## config.mk

```make
export PLATFORM = sky130hd
export DESIGN_NAME = stream_arb2_sel
export DESIGN_NICKNAME = d
export VERILOG_FILES = /design/src/rtl/stream_arb2_sel.sv
export SDC_FILE = /design/constraint.sdc
export NUM_CORES = 1
export LEC_CHECK = 0
export CAP_MARGIN = 20
export CELL_PAD_IN_SITES_DETAIL_PLACEMENT = 1
export CELL_PAD_IN_SITES_GLOBAL_PLACEMENT = 1
export CORE_MARGIN = 4
export CORE_UTILIZATION = 32
export CTS_BUF_LIST = sky130_fd_sc_hd__clkbuf_16
export CTS_CLUSTER_SIZE = 16
export DETAILED_ROUTE_END_ITERATION = 8
export PLACE_DENSITY = 0.79
export SYNTH_ARGS = -nofsm -noshare
export SYNTH_HDL_FRONTEND = slang
export SYNTH_SLANG_ARGS = --single-unit
```

## constraint.sdc

```tcl
create_clock -name clk -period 1.53 [get_ports clk]
set_input_delay 0.153 -clock clk [delete_from_list [all_inputs] [get_ports clk]]
set_output_delay 0.153 -clock clk [all_outputs]
set_load 0.01 [all_outputs]
```

## src/rtl/stream_arb2_sel.sv

```systemverilog
// Two-input round-robin stream arbiter feeding a 2:1 data mux.
// Drives the mux select, registers the winning beat into a one-entry
// valid/ready output stage, and counts delivered beats per source.
module stream_arb2_sel #(
  parameter int unsigned WIDTH = 8,
  parameter int unsigned CNT_W = 8
) (
  input  logic             clk,
  input  logic             aresetn,
  input  logic [WIDTH-1:0] a_data,
  input  logic             a_valid,
  output logic             a_ready,
  input  logic [WIDTH-1:0] b_data,
  input  logic             b_valid,
  output logic             b_ready,
  output logic             sel,
  output logic [WIDTH-1:0] out_data,
  output logic             out_valid,
  output logic             out_src,
  input  logic             out_ready,
  output logic [CNT_W-1:0] a_cnt,
  output logic [CNT_W-1:0] b_cnt
);

  typedef enum logic {
    SRC_A = 1'b0,
    SRC_B = 1'b1
  } src_e;

  src_e             last_src_q, last_src_d;
  src_e             out_src_q, out_src_d;
  src_e             grant;
  logic             out_valid_q, out_valid_d;
  logic [WIDTH-1:0] out_data_q, out_data_d;
  logic [CNT_W-1:0] a_cnt_q, a_cnt_d;
  logic [CNT_W-1:0] b_cnt_q, b_cnt_d;
  logic             load_en;
  logic             accept;
  logic             drain;

  // Round-robin grant: contention goes to the source that did not win last;
  // with no requester the grant parks on the last winner.
  always_comb begin
    grant = last_src_q;
    if (a_valid && b_valid) begin
      grant = (last_src_q == SRC_A) ? SRC_B : SRC_A;
    end else if (a_valid) begin
      grant = SRC_A;
    end else if (b_valid) begin
      grant = SRC_B;
    end
  end

  // Handshake decode: the output stage can load when empty or draining.
  always_comb begin
    load_en = !out_valid_q || out_ready;
    a_ready = load_en && (grant == SRC_A);
    b_ready = load_en && (grant == SRC_B);
    accept  = load_en && ((grant == SRC_A) ? a_valid : b_valid);
    drain   = out_valid_q && out_ready;
  end

  // Next-state for the output stage, arbitration history and counters.
  always_comb begin
    last_src_d  = last_src_q;
    out_src_d   = out_src_q;
    out_valid_d = out_valid_q;
    out_data_d  = out_data_q;
    a_cnt_d     = a_cnt_q;
    b_cnt_d     = b_cnt_q;

    // A new accept takes priority over clearing, so accept+drain keeps valid high.
    if (accept) begin
      out_data_d  = (grant == SRC_A) ? a_data : b_data;
      out_src_d   = grant;
      last_src_d  = grant;
      out_valid_d = 1'b1;
    end else if (drain) begin
      out_valid_d = 1'b0;
    end

    if (drain) begin
      if (out_src_q == SRC_A) begin
        a_cnt_d = a_cnt_q + CNT_W'(1);
      end else begin
        b_cnt_d = b_cnt_q + CNT_W'(1);
      end
    end
  end

  // State registers; reset leaves B as last winner so A wins first contention.
  always_ff @(posedge clk or negedge aresetn) begin
    if (!aresetn) begin
      last_src_q  <= SRC_B;
      out_src_q   <= SRC_A;
      out_valid_q <= 1'b0;
      out_data_q  <= '0;
      a_cnt_q     <= '0;
      b_cnt_q     <= '0;
    end else begin
      last_src_q  <= last_src_d;
      out_src_q   <= out_src_d;
      out_valid_q <= out_valid_d;
      out_data_q  <= out_data_d;
      a_cnt_q     <= a_cnt_d;
      b_cnt_q     <= b_cnt_d;
    end
  end

  assign sel       = grant;
  assign out_data  = out_data_q;
  assign out_valid = out_valid_q;
  assign out_src   = out_src_q;
  assign a_cnt     = a_cnt_q;
  assign b_cnt     = b_cnt_q;

endmodule

```

---- Word-level counts from Yosys, hierarchy flattened ----
Cells that the tools add are included.
storage, ports and cells
  memory bits (read-only) ................. 0
  memory bits (writable) .................. 0
  word-level logic and storage cells ...... 28
  register bits ........................... 27
  output and inout bits ................... 29
  latch bits .............................. 0
  memories kept ........................... 0
cells by class
  magnitude comparators ................... 0
  div/mod/pow operators ................... 0
  eq/ne operators ......................... 0
  reductions and logical operators ........ 10
  bitwise logic cells ..................... 2
  shifts and indexed selects .............. 0
  add/subtract/negate cells ............... 2
  muxes and demuxes ....................... 8
  multiply operators ...................... 0
operator list
  kind                                         count
  adder 8 x 1 -> 8 bit, second input constant  2
  two-way mux 8 bit                            1
  two-way mux 1 bit                            7
  logical AND 1 bit                            5
  AND reduction 2 bit                          2
  inverter 1 bit                               2
  nonzero test 2 bit                           1
  logical NOT 1 bit                            1
  logical OR 1 bit                             1

---- Logic depth before layout (Yosys ltp) ----
Gate-level depths: netlist of the first run.
  depth in word-level cells ............... 6
  gate-level depth with buffers ........... 5

---- Least setup slack after synthesis of the first run ----
Ideal clock, no wire load.
  kind .................................... flip-flop to flip-flop
  start point ............................. reg last_src_q
  end point ............................... reg out_src_q, in the netlist out_src
  arrival time ............................ 1346 ps
  slack ................................... 59 ps
  clock period less this slack ............ 1471 ps
  cell stages (with the launch flop) ...... 5
  cells stage by stage .................... dfstp_2 nand2b_1 clkbuf_1 nand2_1 mux2_4
on the way
  longest elaborated chain between the ends .. 5
  elaborated cells on any way between the ends .. 6
  classes of those cells .................. mux: 5; reduce/logical: 1
RTL lines
  item                    RTL line  source
  from (decl)             30        src_e last_src_q, last_src_d;
  from (signal assigned)  101       last_src_q <= last_src_d;
  two-way mux 1 bit       49        end else if (b_valid) begin
  two-way mux 1 bit       47        end else if (a_valid) begin
  two-way mux 1 bit (*)   45        if (a_valid && b_valid) begin
  via sel                 16        output logic sel,
  two-way mux 1 bit       59        accept = load_en && ((grant == SRC_A) ? a_valid : b_valid);
  logical AND 1 bit       59
  to (signal assigned)    102       out_src_q <= out_src_d;
  to (decl)               31        src_e out_src_q, out_src_d;
The timed path passes the listed nets; every way through them passes the cells marked *.
A chain may end at the register's enable or synchronous reset.

---- Worst setup path after layout of the first run ----
  start point ............................. reg last_src_q
  end point ............................... out sel
on the way
  longest elaborated chain between the ends .. 3
  elaborated cells on any way between the ends .. 4
  classes of those cells .................. mux: 4
RTL lines
  item                   RTL line
  two-way mux 1 bit      49
  two-way mux 1 bit      47
  two-way mux 1 bit (*)  45
  to (decl)              16
Mark *: on every way between the ends. The rest lies on a longest branch, timed or not.

==> results of run 1 <==
==> worst max-delay path by stage <==
stage          startpoint      end  slack, ns  cells past startpoint
2_1_floorplan  last_src_q  out_src       0.06                      4
3_3_place_gp      a_valid  a_ready      -0.16                      5
3_5_place_dp      a_valid  a_ready      -0.24                      5
4_1_cts        last_src_q  a_ready       0.01                      5
5_1_grt        last_src_q  a_ready      -0.05                      5
6_report       last_src_q      sel       0.03                      4
==> cells in the final DEF, fill, tap and decap left out, drive strengths merged, types with 2 or more instances in the layout <==
| cell | netlist | final |
|---|---|---|
| a31oi | 8 | 8 |
| nand4 | 2 | 2 |
| o21ai | 8 | 8 |
| clkbuf | 2 | 4 |
| nand3 | 14 | 14 |
| nor3 | 4 | 4 |
| a21oi | 9 | 9 |
| clkdlybuf4s50 | 0 | 46 |
| nand2b | 4 | 4 |
| nand2 | 9 | 9 |
| buf | 3 | 16 |
| mux2 | 3 | 3 |
| nor2b | 3 | 3 |
| xor2 | 8 | 8 |
| xnor2 | 6 | 6 |
| ha | 2 | 2 |
| nor2 | 3 | 3 |
| dfrtp | 26 | 26 |
==> cell usage after synthesis <==
library cell,n,area (um^2)
a21oi_1,9,45.0
a31oi_1,8,50.1
and2_4,1,8.76
and3_1,1,6.26
and3b_1,1,8.76
and4_1,1,8.76
buf_2,2,10.0
buf_6,1,11.3
clkbuf_1,2,7.51
dfrtp_1,26,651
dfstp_2,1,26.3
ha_1,2,25.0
mux2_2,1,11.3
mux2_4,2,30.0
nand2_1,9,33.8
nand2b_1,4,25.0
nand3_1,14,70.1
nand3b_1,1,7.51
nand4_1,2,12.5
nor2_1,3,11.3
nor2b_1,3,18.8
nor3_1,4,20.0
nor4_1,1,6.26
o21ai_0,8,40.0
or2_1,1,6.26
xnor2_1,6,52.6
xor2_1,8,70.1
==> power breakdown <==
part | switching (uW) | internal [uW] | total, uW
registers | 272 | 949 | 1220
logic | 562 | 785 | 1350
clock network | 241 | 353 | 594
total | 1080 | 2090 | 3160
==> cells by family after synthesis <==
group                    Yosys count  share of synthesized area
AND/OR/NAND/NOR                   46                      0.192
flip-flops                        27                      0.531
AO/OA/AOI/OAI                     25                      0.106
XOR/XNOR                          14                     0.0963
buffers and inverters              5                     0.0226
multiplexers                       3                     0.0324
adder cells (fa/ha/maj)            2                     0.0196
==> state kept, by name (all words and copies together), names as in the netlist <==
signal,cells
a_cnt,8
out_data,8
out_valid,1
out_src,1
last_src_q,1
b_cnt,8
==> metrics by stage <==
step           setup slack [ns]  setup TNS [ns]  power, uW
5_1_grt                 -0.0505         -0.0879       3390
3_5_place_dp             -0.239          -0.595       2570
6_report                 0.0270               0       3160
2_1_floorplan            0.0587               0       1750
3_3_place_gp             -0.162          -0.418       2480
4_1_cts                  0.0111               0       3190
==> metal layers <==
metal,GRT usage,vias up,wire length (um)
li1,-,557,-
met5,0,-,0
met2,0.271,46,1810
met1,0.172,558,1460
met4,0.0418,0,36
met3,0.0497,6,282
==> layout make-up <==
cell class | instances | area, um^2
Sequential cell | 27 | 677
Multi-Input combinational cell | 90 | 581
Timing Repair Buffer | 64 | 597
Clock buffer | 3 | 75.1
Tap cell | 48 | 60.1
Fill cell | 419 | 1750
Clock inverter | 1 | 5.00
==> repair_timing <==
action | in CTS | in global routing
gates resized for setup | 9 | 4
endpoints found under the setup margin | 3 | 3
buffers inserted | 1 | 0
pin swaps | 2 | 0
hold buffers | 0 | 0
==> critical path, delay by kind of cell (launching register included) <==
| family | cells | cell delay [ns] |
|---|---|---|
| buffers and inverters | 2 | 0.35 |
| AND/OR/NAND/NOR | 2 | 0.20 |
| flip-flops | 1 | 0.54 |
==> flow_metrics.env, run 1 <==
export IMPL_ys_warn_count=0
export IMPL_clk_pin_slew_ns=0.07
export IMPL_cts_root_buf="clkbuf_16"
export IMPL_avgRoutedWirePerCell_um=15.4
export IMPL_p_per_area_nw_per_um2=1590
export IMPL_grt_pass1_wl_um=6150
export IMPL_grt_pass1_vias=1312
export IMPL_dpl_hpwl_um=2920
export IMPL_gp_congestion=0.865
export IMPL_reg2reg_slack_ns=0.17
export IMPL_setup_viol=0
export IMPL_htreeDepth=1
export IMPL_critPathMaxFanout=3
export IMPL_hold_viol=0
export IMPL_avgSynthCellArea_um2=10.4
export IMPL_cts_buffer_depth=2
export IMPL_post_route_util=0.533
export IMPL_fmax_mhz=665
export IMPL_vdd_drop_max_mv=0.688
export IMPL_fin_worst_skew_ns=0.00485
export IMPL_viasPerCell=5.01
export IMPL_crit_chain="nand2b_4 > nand2_2 > buf_4 > clkdlybuf4s15_1"
export IMPL_path_class="reg -> out"
export IMPL_cap_violations=0
export IMPL_cp_required_ns=1.38
export IMPL_antenna_found_initial=0
export IMPL_reg2reg_depth=5
export IMPL_hold_path_class="in -> async"
export IMPL_rsz0062_at_grt="true"
export IMPL_die_area_um2=5050
export IMPL_ys_ff_latch=27
export IMPL_synth_cell_types=27
export IMPL_period_needed_ns=1.50
export IMPL_status="finished, final reports clean"
export IMPL_critPathMaxStageDelay_ns=0.54
export IMPL_cts_tree="built"
export IMPL_worst_pin_slew_ns=0.352
export IMPL_clock_sinks=27
export IMPL_clock_latency_ns=0.26
export IMPL_stdcell_area_um2=1990
export IMPL_syn_area_um2=1270
export IMPL_ys_seq_area_frac=0.531
export IMPL_grt_ovfl_total=0
export IMPL_slew_viol_final=0
export IMPL_syn2layout_area_growth_pct=56.6
export IMPL_max_slew_margin_rel=0.766
export IMPL_arrival_ns=1.35
export IMPL_dpl_cell_count=228
export IMPL_cts_buffers=3
export IMPL_wl_um=3590
export IMPL_drt_initial_drc_count=36
export IMPL_mappedNetlistNets=145
export IMPL_pin_count=50
export IMPL_period_share=0.982
export IMPL_stdcell_count=233
export IMPL_die_x_um=71.1
export IMPL_end_kind="output pin"
export IMPL_die_h_um=71.1
export IMPL_holdWs_ns=0.264
export IMPL_synth_cells=122
export IMPL_firstDrtPassIters=4
export IMPL_initial_core_util=0.340
export IMPL_detailed_place_area_um2=1900
export IMPL_grt_max_degree=28
export IMPL_start_kind="flop"
export IMPL_p_leak_uw=0.000871
export IMPL_grt_use_total=0.152
export IMPL_crit_path_top_delay_cell="dfstp_2"
export IMPL_antennaDiodeCount=0
export IMPL_rows=22
export IMPL_route_vias_total=1167
export IMPL_finalNetCount=209
export IMPL_io_buffers=49
export IMPL_timing_rr_end="out_data[0]"
export IMPL_core_um2=3740
export IMPL_drive_above_1_share=0.157
export IMPL_r2r_start="last_src_q"
export IMPL_ant_nets=0
export IMPL_drc=0
(Power assumes the default switching activity.)
==> inputs of run 2 (changes only) <==
- CAP_MARGIN: 20 -> 0
==> results of run 2 <==
Same layout as run 1: the final DEF is identical, and so are final timing and power.
==> inputs of run 3 (changes only) <==
- CTS_CLUSTER_SIZE: 16 -> not set
==> results of run 3 <==
Same layout as run 1: the final DEF is identical, and so are final timing and power.
